### config.mk
export PLATFORM = sky130hd
export DESIGN_NAME = lna_ctrl
export DESIGN_NICKNAME = d
export VERILOG_FILES = /design/src/rtl/lna_ctrl.sv
export SDC_FILE = /design/constraint.sdc
export NUM_CORES = 1
export LEC_CHECK = 0
export BUFFER_PORTS_ARGS = -buffer_cell sky130_fd_sc_hd__clkbuf_2
export CORE_MARGIN = 10
export CORE_UTILIZATION = 50
export DETAILED_ROUTE_END_ITERATION = 16
export PLACE_DENSITY = 0.77
export SLEW_MARGIN = 25
export SYNTH_ARGS = -nofsm -noshare
export SYNTH_HDL_FRONTEND = slang
export SYNTH_SLANG_ARGS = --single-unit
export TNS_END_PERCENT = 30
### constraint.sdc
create_clock -name clk -period 1.69 [get_ports clk]
set_input_delay 0.0845 -clock clk [delete_from_list [all_inputs] [get_ports clk]]
set_output_delay 0.0845 -clock clk [all_outputs]
set_load 0.01 [all_outputs]
### src/rtl/lna_ctrl.sv
// LNA bias controller: CPU register file (PD/MODE/SETTLE/STATUS) plus one OFF/SETTLE/ON FSM per channel.
// Optional macro LNA_CTRL_RAMP_EN makes mode step gradually toward the target while a channel is ON.
module lna_ctrl #(
  parameter int DATA_W   = 32,
  parameter int N_CH     = 4,
  parameter int MODE_W   = 2,
  parameter int SETTLE_W = 8,
  parameter int RAMP_DIV = 4
) (
  input  logic                   clk,
  input  logic                   rst_n,
  input  logic                   valid,
  input  logic [1:0]             address,
  input  logic [DATA_W-1:0]      wdata,
  input  logic                   wstrb,
  output logic [DATA_W-1:0]      rdata,
  output logic                   ready,
  output logic [N_CH-1:0]        pd,
  output logic [N_CH*MODE_W-1:0] mode,
  output logic [N_CH-1:0]        on
);

  localparam int MW = N_CH * MODE_W;

  // Handshake: a request is the cycle with valid=1; its write lands on that
  // edge, and ready (with rdata for reads) is high for exactly the next cycle.
  // Every valid cycle is a new request, so back-to-back requests are legal.

  typedef enum logic [1:0] {
    ST_OFF    = 2'd0,
    ST_SETTLE = 2'd1,
    ST_ON     = 2'd2
  } ch_state_t;

  logic [N_CH-1:0]     pd_reg;
  logic [MW-1:0]       target;
  logic [SETTLE_W-1:0] settle_reg;
  logic [DATA_W-1:0]   rd_mux;
  logic [N_CH-1:0]     on_r;
  logic [N_CH-1:0]     busy_r;
  ch_state_t           ch_state [N_CH];
  logic [SETTLE_W-1:0] cnt      [N_CH];
  logic                unused_wdata;

  assign pd = pd_reg;
  assign on = on_r;
  assign unused_wdata = ^wdata;

  always_comb begin
    rd_mux = '0;
    case (address)
      2'd0: rd_mux[N_CH-1:0]     = pd_reg;
      2'd1: rd_mux[MW-1:0]       = target;
      2'd2: rd_mux[SETTLE_W-1:0] = settle_reg;
      default: begin
        rd_mux[N_CH-1:0] = on_r;
        rd_mux[8 +: N_CH] = busy_r;
      end
    endcase
  end

  always_ff @(posedge clk) begin
    if (!rst_n) begin
      pd_reg     <= '1;
      target     <= '0;
      settle_reg <= '1;
      ready      <= 1'b0;
      rdata      <= '0;
    end else begin
      ready <= valid;
      if (valid && wstrb) begin
        case (address)
          2'd0: pd_reg     <= wdata[N_CH-1:0];
          2'd1: target     <= wdata[MW-1:0];
          2'd2: settle_reg <= wdata[SETTLE_W-1:0];
          default: ;
        endcase
      end
      if (valid && !wstrb) rdata <= rd_mux;
    end
  end

  // The FSMs read pd_reg/settle_reg before this edge's write lands, so a
  // same-cycle write only takes effect on the following cycle.
  always_ff @(posedge clk) begin
    if (!rst_n) begin
      for (int i = 0; i < N_CH; i++) begin
        ch_state[i] <= ST_OFF;
        cnt[i]      <= '0;
      end
      on_r   <= '0;
      busy_r <= '0;
    end else begin
      for (int i = 0; i < N_CH; i++) begin
        case (ch_state[i])
          ST_OFF: begin
            if (!pd_reg[i]) begin
              ch_state[i] <= ST_SETTLE;
              cnt[i]      <= settle_reg;
              busy_r[i]   <= 1'b1;
            end
          end
          ST_SETTLE: begin
            if (pd_reg[i]) begin
              ch_state[i] <= ST_OFF;
              busy_r[i]   <= 1'b0;
            end else if (cnt[i] == '0) begin
              ch_state[i] <= ST_ON;
              busy_r[i]   <= 1'b0;
              on_r[i]     <= 1'b1;
            end else begin
              cnt[i] <= cnt[i] - 1'b1;
            end
          end
          ST_ON: begin
            if (pd_reg[i]) begin
              ch_state[i] <= ST_OFF;
              on_r[i]     <= 1'b0;
            end
          end
          default: begin
            ch_state[i] <= ST_OFF;
            on_r[i]     <= 1'b0;
            busy_r[i]   <= 1'b0;
          end
        endcase
      end
    end
  end

`ifdef LNA_CTRL_RAMP_EN
  localparam int DIV_W = (RAMP_DIV > 1) ? $clog2(RAMP_DIV) : 1;

  logic [MW-1:0]    mode_r;
  logic [DIV_W-1:0] div_cnt [N_CH];

  assign mode = mode_r;

  // While ON, walk one code per RAMP_DIV cycles; stepping stops on equality, so no overshoot.
  always_ff @(posedge clk) begin
    if (!rst_n) begin
      mode_r <= '0;
      for (int i = 0; i < N_CH; i++) div_cnt[i] <= '0;
    end else begin
      for (int i = 0; i < N_CH; i++) begin
        if (ch_state[i] != ST_ON) begin
          mode_r[i*MODE_W +: MODE_W] <= target[i*MODE_W +: MODE_W];
          div_cnt[i] <= '0;
        end else if (mode_r[i*MODE_W +: MODE_W] == target[i*MODE_W +: MODE_W]) begin
          div_cnt[i] <= '0;
        end else if (div_cnt[i] == DIV_W'(RAMP_DIV - 1)) begin
          div_cnt[i] <= '0;
          if (mode_r[i*MODE_W +: MODE_W] < target[i*MODE_W +: MODE_W])
            mode_r[i*MODE_W +: MODE_W] <= mode_r[i*MODE_W +: MODE_W] + 1'b1;
          else
            mode_r[i*MODE_W +: MODE_W] <= mode_r[i*MODE_W +: MODE_W] - 1'b1;
        end else begin
          div_cnt[i] <= div_cnt[i] + 1'b1;
        end
      end
    end
  end
`else
  logic unused_ramp;

  assign mode = target;
  assign unused_ramp = (RAMP_DIV > 0);
`endif

endmodule

==> metrics.cfg, run 1 <==
[worst_setup_path]
r2r_slack_ns = -0.02
crit_arrival_ns = 1.85
crit_type = flip-flop to flip-flop
cp_max_fo = 3
cp.required_ns = 1.82
startpoint_type = flip-flop
cp-end-kind = flip-flop

[logic_synthesis]
synth_top_cells_by_area = edfxtp_1 (28%), dfxtp_1 (19%), nand2_1 (5.6%)
synth_edf_count = 40
synth-async-reset-ratio_pct = 0
synth_area_mm2 = 0.00428
synth_ff_type = dfxtp_1
ys_ff_latch = 81
yosysTopAreaCell = edfxtp_1
synth_top_area_share_pct = 28.0
synth.distinct_cells = 44
yosysMostFrequentCell = nand2_1
synthCells = 455
postSynthAreaPerCell_um2 = 9.41
yosysWarnings = 0
synth-seq-area-share_pct = 47.2
synth_common_cells = nand2_1 (64), dfxtp_1 (41), edfxtp_1 (40), o21ai_0 (33), nand3_1 (31)

[outcome]
outcome = complete, but fails checks
violations = setup timing

[timing]
period_share_pct = 101
setup_slack_ns = -0.0225
drv_slew = 0
finalSetupTns_ns = -0.0292
min_period_ns = 1.71
hold_viol = 0
max_slew_margin_pct = 59.8
worst_pin_slew_ns = 0.603
setup_viol = 3
max_freq_mhz = 584
rsz0062_at_grt = true
finClkSkew_ns = 0.00788

[place]
gp_congestion = 0.871
place_area_mm2 = 0.00472
portBuffers = 42
hpwl_um = 7400

[clocking]
cts_num_sinks = 81
clk_pin_slew_ns = 0.09
clockBufferDepth = 2
cts_buffers = 9
worst_skew_pair.late_latency_ns = 0.37
cts-root-buf = clkbuf_8
cts_tree = built
cts-htree-levels = 3

[grt]
grtUsageTotal_pct = 15.9
antenna_found_initial = 0
first_global_vias = 3466
grt_pass1_wl_um = 16700
grt_max_degree = 28
grt_overflow = 0

[routing]
final_antenna_net_count = 0
via_count = 3497
dr.first_iter.drc_count = 288
wl_per_cell_um = 16.2
viasPerCell = 5.45
route.detailed.drc = 0
wl_um = 10400
firstDrtPassIters = 5

[power_and_ir_drop]
p_per_area_mw_per_mm2 = 829
p_leak_nw = 2.11
ir_drop_uv = 466
finalPower_mw = 4.32

[floorplanning]
io_pins = 87
coreArea_mm2 = 0.00826
start_util_pct = 51.9
die_h_um = 113
num_rows = 33
fp.dieW_um = 113
dieArea_mm2 = 0.0127

[layout]
finalNetCount = 583
final_layout_size_suffix_gt1_share_pct = 23.6
fin_area_mm2 = 0.00520
fill_cells = 699
multi_input_area_mm2 = 0.00220
seqCellArea_mm2 = 0.00202
reg_top3 = cnt x32, rdata x12
area_growth_pct = 21.5
largest_register_ffs = 32
regMostFlops = cnt
antenna_cells = 0

[hold_path]
worstHoldPathType = input pin to flip-flop

[job]
cap_viol_max_count = 0

[where the power goes]
group,switching [mW],total [mW],internal (mW)
combinational,0.272,0.492,0.220
sequential,0.0876,2.22,2.14
clock,0.750,1.60,0.851
[cells by family (layout without fill, tap and decap cells)]
family	count (synthesis)	count (layout)	synth area share [%]
buffers and inverters	55	118	6.69
DFF	81	81	47.2
adders and majority gates	13	13	3.80
and+or+nand+nor	180	180	21.5
other	1	20	0.0876
muxes	17	17	3.97
AOI/OAI and AO/OA	90	90	13.1
xor gates and xnor gates	18	18	3.68
[per-layer routing]
metal / vias up / global-route usage (%) / routed length [um]
li1: 1719 / - / -
met1: 1642 / 19.4 / 4560
met2: 113 / 25.5 / 4910
met3: 23 / 4.21 / 662
met4: 0 / 7.19 / 276
met5: - / 0 / 0
[worst paths after layout]
| check | start | to | cells after the start |
|---|---|---|---|
| worst max-delay path | cnt[3][1] | cnt[3][7] | 4 |
| worst min register to register | rdata[11] | rdata[11] | 2 |
| worst min-delay path | valid | ready | 2 |
| worst max register to register | cnt[3][1] | cnt[3][7] | 4 |
[layout by cell type, fill, tap and decap left out, types with 8 or more instances in the layout]
cell / count
clkbuf_8: 10
conb_1: 20
inv_1: 14
nor2b_1: 21
mux2i_1: 17
dlygate4sd3_1: 8
a21oi_1: 9
o21ai_0: 30
a22oi_1: 8
nand3_1: 30
ha_1: 11
o21ai_1: 12
edfxtp_1: 40
clkbuf_2: 42
nand2_1: 60
buf_4: 35
xnor2_1: 11
dfxtp_1: 41
nor2_1: 20
[final cells by class]
class,count,share of cell area (%)
Clock buffer,13,4.09
Clock inverter,3,0.433
Inverter,17,1.23
Multi-Input combinational cell,338,42.2
Sequential cell,81,38.9
Tap cell,105,2.52
Timing Repair Buffer,85,10.6
[critical path: stages, from the launching register on]
cell      delay (ns)
edfxtp_1        0.42
or4_4           0.58
nor4_4          0.15
mux2i_1         0.26
o21ai_2         0.06
[stage by stage]
| stage | util (%) | hold WS (ns) | worst slack (ns) | std cells |
|---|---|---|---|---|
| floorplan | - | 0.208 | -0.0113 | 474 |
| global placement | 57.1 | 0.319 | -0.0208 | 612 |
| detailed placement | 57.1 | 0.318 | -0.0924 | 612 |
| CTS | 61.7 | 0.0186 | -0.0301 | 637 |
| global route | 63.0 | 0.0384 | -0.0924 | 642 |
| finish | 63.0 | 0.0170 | -0.0225 | 642 |
[timing repair]
item | CTS | global route
setup endpoints to repair | 39 | 62
gates resized for setup | 11 | 20
buffers inserted | 1 | 5
pin swaps | 5 | 5
hold endpoints to repair | 16 | 0
hold buffers | 8 | 0
(Power assumes the default switching activity.)
==> run 2: changes to the inputs <==
- SETUP_SLACK_MARGIN: not set -> 0.5
==> run 2 against run 1 <==
  * The flow still finishes with violations (setup timing)
  * Sequential share of layout area shrank 1.4 points
  * Via count rose by 2.5%
  * Clock skew rose by 0.0050 ns
  * Critical endpoint is now ch_state[3][0]
==> metrics.cfg, run 2 (synthesis gave the netlist of run 1 again) <==
[outcome]
outcome = complete, but fails checks
violations = setup timing

[grt]
grtUsageTotal_pct = 17.1
antenna_found_initial = 0
grt_pass1_wl_um = 17900
grt_overflow = 0
grt_max_degree = 27
first_global_vias = 3608

[place]
portBuffers = 42
hpwl_um = 7500
dp_cells = 615
gp_congestion = 0.821

[worst_setup_path]
crit_type = flip-flop to flip-flop
r2r_end = ch_state[3][0]
r2r_slack_ns = -0.08
startpoint_type = flip-flop
r2r_start = cnt[3][0]
cp_max_fo = 3
crit_arrival_ns = 1.81
cp.required_ns = 1.73
cp-end-kind = flip-flop
reg2reg_depth = 6

[timing]
worst_pin_slew_ns = 0.659
min_period_ns = 1.77
whs_ns = 0.0196
hold_viol = 0
setup_slack_ns = -0.0793
max_slew_margin_pct = 56.0
drv_slew = 0
max_freq_mhz = 565
setup_viol = 30
period_share_pct = 105
finalSetupTns_ns = -1.22
rsz0062_at_grt = true
finClkSkew_ns = 0.0128

[hold_path]
min_path_cells = 2
worstHoldPathType = input pin to flip-flop
worstHoldEndpoint = ready
hp-start = valid

[clocking]
cts_buffers = 9
worst_skew_pair.late_latency_ns = 0.36
clockBufferDepth = 2
clk_pin_slew_ns = 0.09
cts-root-buf = clkbuf_8
cts-htree-levels = 3
cts_tree = built
cts_num_sinks = 81

[layout]
finalNetCount = 589
area_growth_pct = 26.7
multi_input_area_mm2 = 0.00237
fill_cells = 647
fin_cells = 648
seqCellArea_mm2 = 0.00203
layout_commonest_cell = nand2_1
reg_top3 = cnt x32, rdata x12
regMostFlops = cnt
antenna_cells = 0
largest_register_ffs = 32
layout_common_cells = nand2_1 (57), clkbuf_2 (42), edfxtp_1 (40), buf_4 (36), dfxtp_1 (34)
postLayoutCoreUtil_pct = 65.7
final_layout_size_suffix_gt1_share_pct = 31.9

[routing]
firstDrtPassIters = 5
dr.first_iter.drc_count = 266
route.detailed.drc = 0
wl_per_cell_um = 17.2
wl_um = 11100
viasPerCell = 5.53
final_antenna_net_count = 0
via_count = 3585

[floorplanning]
dieArea_mm2 = 0.0127
start_util_pct = 51.9
io_pins = 87
fp.dieW_um = 113
coreArea_mm2 = 0.00826
num_rows = 33
die_h_um = 113

[power_and_ir_drop]
ir_drop_uv = 536
p_leak_nw = 2.20
p_per_area_mw_per_mm2 = 786

[job]
cap_viol_max_count = 0

## run 2: cell types whose count changed in the layout (fill, tap and decap cells not counted), moves of 4 or more
cell,change
o21ai_0,-13
dfxtp_2,+7
nand2b_4,+4
buf_6,+5
nand2b_1,-4
dfxtp_1,-7
o21ai_2,+12
## run 2: final cells by class
| type | instances | share of cell area, % |
|---|---|---|
| multi-input combinational | 338 | 43.8 |
| clock buffer | 10 | 2.74 |
| clock inverter | 6 | 1.13 |
| inverter | 17 | 1.18 |
| timing repair buffer | 91 | 11.4 |
| sequential | 81 | 37.4 |
| tap | 105 | 2.42 |
## run 2: per-stage QoR
step | instance area, um2 | total power, mW | worst slack [ns]
4_1_cts | 5320 | 4.24 | -0.0529
2_1_floorplan | 4390 | 2.57 | 0.00739
3_3_place_gp | 4740 | 2.68 | -0.0186
5_1_grt | 5430 | 4.42 | -0.155
3_5_place_dp | 4740 | 2.70 | -0.0971
6_report | 5430 | 4.27 | -0.0793
## run 2: worst max-delay path by stage
stage | end | from | slack (ns)
final | ch_state[3][0] | cnt[3][0] | -0.08
after global routing | ch_state[3][1] | cnt[3][0] | -0.16
after CTS | ch_state[3][0] | cnt[3][0] | -0.05
after detailed placement | ch_state[2][0] | cnt[2][2] | -0.1
after global placement | cnt[3][3] | cnt[3][1] | -0.02
after floorplan | ch_state[3][0] | cnt[3][0] | 0.007
## run 2: where the power goes
group	switching [mW]	internal [mW]
Combinational	0.294	0.239
Sequential	0.0944	2.14
Clock	0.733	0.771
Total	1.12	3.15
## run 2: what timing repair did
action                                  in CTS  in global routing
pin swaps                                   40                 30
endpoints found under the setup margin      89                 92
endpoints found under the hold margin       13                  0
hold buffers                                 8                  0
resized for setup                           69                 25
buffers inserted                             6                  3
## run 2: routing by layer
layer  GRT usage [%]  routed length, um  share of wire, %  vias to the layer above
li1                -                  -                 -                     1727
met1            20.5               4610                41                     1735
met2            29.6               5760                52                      104
met3            3.09                543               4.9                       19
met4            6.51                212               1.9                        0
met5               0                  0                 0                        -
## run 2: worst max-delay path, stage by stage (launching register included)
cell and delay, ns:
edfxtp_1 0.44, inv_2 0.10, ha_4 0.13, nor4b_4 0.25, and2_4 0.21, nor3b_2 0.05, o311ai_2 0.27
==> run 3: changes to the inputs <==
- CORE_ASPECT_RATIO: not set -> 0.7
==> run 3 against run 2 <==
  * The flow still finishes with violations (setup timing)
  * Fmax grew 1.6%
  * First-iteration DRC count up 44%
  * Register-to-register slack better by 0.03 ns
  * Core utilization is 1.8 points higher
  * Clock skew fell by 0.0050 ns
  * Critical path type unchanged
  * Largest power group unchanged
==> metrics.cfg, run 3 (synthesis gave the netlist of run 1 again) <==
[power_and_ir_drop]
p_leak_nw = 2.31
p_per_area_mw_per_mm2 = 844
ir_drop_uv = 641
finalPower_mw = 4.79

[worst_setup_path]
path_cells = or4_4, nor4_4, mux2i_1, o21ai_2
critPathBufInv = 0
crit_type = flip-flop to flip-flop
startpoint_type = flip-flop
crit_arrival_ns = 1.84
cp_slowest_cell = or4_4
cp.required_ns = 1.79
critPathMaxStageDelay_ns = 0.58
cp_max_fo = 3
cp-end-kind = flip-flop
cp_top_family = simple AND/OR/NAND/NOR gates

[clocking]
worst_skew_pair.late_latency_ns = 0.34
cts_tree = built
cts_buffers = 9
clockBufferDepth = 2
cts-root-buf = clkbuf_16
cts_num_sinks = 81
clk_pin_slew_ns = 0.06
cts-htree-levels = 3

[grt]
grtUsageTotal_pct = 18.5
antenna_found_initial = 0
grt_max_degree = 27
grt_pass1_wl_um = 18800
grt_overflow = 0
first_global_vias = 3704

[outcome]
violations = setup timing
outcome = complete, but fails checks

[floorplanning]
num_rows = 28
dieArea_mm2 = 0.0127
io_pins = 87
die_h_um = 97.4
start_util_pct = 50.9
fp.dieW_um = 131
coreArea_mm2 = 0.00841

[timing]
drv_slew = 0
setup_viol = 12
min_period_ns = 1.74
max_slew_margin_pct = 60.9
period_share_pct = 103
hold_viol = 0
finalSetupTns_ns = -0.192
finClkSkew_ns = 0.00786
rsz0062_at_grt = true
whs_ns = 0.00725
worst_pin_slew_ns = 0.587
setup_slack_ns = -0.0518
max_freq_mhz = 574

[hold_path]
worstHoldPathType = input pin to flip-flop

[place]
dp_cells = 618
gp_congestion = 0.858
hpwl_um = 7930
portBuffers = 42

[layout]
regMostFlops = cnt
multi_input_area_mm2 = 0.00244
fill_cells = 606
layout_commonest_cell = nand2_1
area_growth_pct = 32.5
reg_top3 = cnt x32, rdata x12
finalNetCount = 599
largest_register_ffs = 32
layout_common_cells = nand2_1 (55), buf_4 (43), clkbuf_2 (42), edfxtp_1 (40), dfxtp_1 (33)
fin_cells = 658
seqCellArea_mm2 = 0.00203
final_layout_size_suffix_gt1_share_pct = 37.1
antenna_cells = 0

[routing]
dr.first_iter.drc_count = 384
firstDrtPassIters = 5
wl_um = 11700
viasPerCell = 5.55
wl_per_cell_um = 17.7
via_count = 3655
final_antenna_net_count = 0
route.detailed.drc = 0

[job]
cap_viol_max_count = 0

==> run 3: worst register-to-register path: cells and delay by family (launching register included) <==
| family | cells | cell delay, ns |
|---|---|---|
| AOI/OAI and AO/OA | 1 | 0.07 |
| DFF | 1 | 0.43 |
| muxes | 1 | 0.25 |
| and+or+nand+nor | 2 | 0.75 |
==> run 3: final timing paths <==
path | from | end | slack, ns | depth (start not counted)
worst max-delay path | cnt[3][0] | cnt[3][7] | -0.05 | 4
worst min-delay path | wdata[0] | settle_reg[0] | 0.007 | 3
worst max register to register | cnt[3][0] | cnt[3][7] | -0.05 | 4
worst min register to register | rdata[11] | rdata[11] | 0.47 | 2
==> run 3: what timing repair did <==
action | CTS | global route
buffers inserted | 14 | 5
hold buffers | 5 | 0
resized for setup | 98 | 29
gates cloned | 0 | 0
endpoints found under the setup margin | 92 | 91
endpoints found under the hold margin | 5 | 0
pin swaps | 53 | 32
==> run 3: power by group <==
part	leakage (nW)	total (mW)	switching [mW]	internal [mW]
Clock	0.147	1.99	0.828	1.16
Sequential	0.748	2.24	0.104	2.14
Combinational	1.41	0.563	0.305	0.258
==> run 3: metal layers <==
| metal | track usage, % | wire length, um | vias up |
|---|---|---|---|
| met4 | 3.32 | 70 | 0 |
| li1 | - | - | 1749 |
| met1 | 22.8 | 4650 | 1778 |
| met2 | 30.4 | 5930 | 119 |
| met3 | 6.65 | 1020 | 9 |
| met5 | 0 | 0 | - |
==> run 3: area by class of cell <==
type / count / share of cell area [%]
clock inverter: 7 / 1.32
timing repair buffer: 101 / 12.5
multi-input combinational: 338 / 43.0
clock buffer: 9 / 3.97
tap: 105 / 2.32
sequential: 81 / 35.9
inverter: 17 / 1.12
==> run 3: stage by stage <==
step / utilization, % / worst slack (ns) / instance area, um2
global route: 67.5 / -0.128 / 5670
CTS: 65.7 / -0.0590 / 5520
floorplan: - / 0.00739 / 4390
global placement: 56.7 / -0.0164 / 4770
finish: 67.5 / -0.0518 / 5670
detailed placement: 56.7 / -0.0870 / 4770
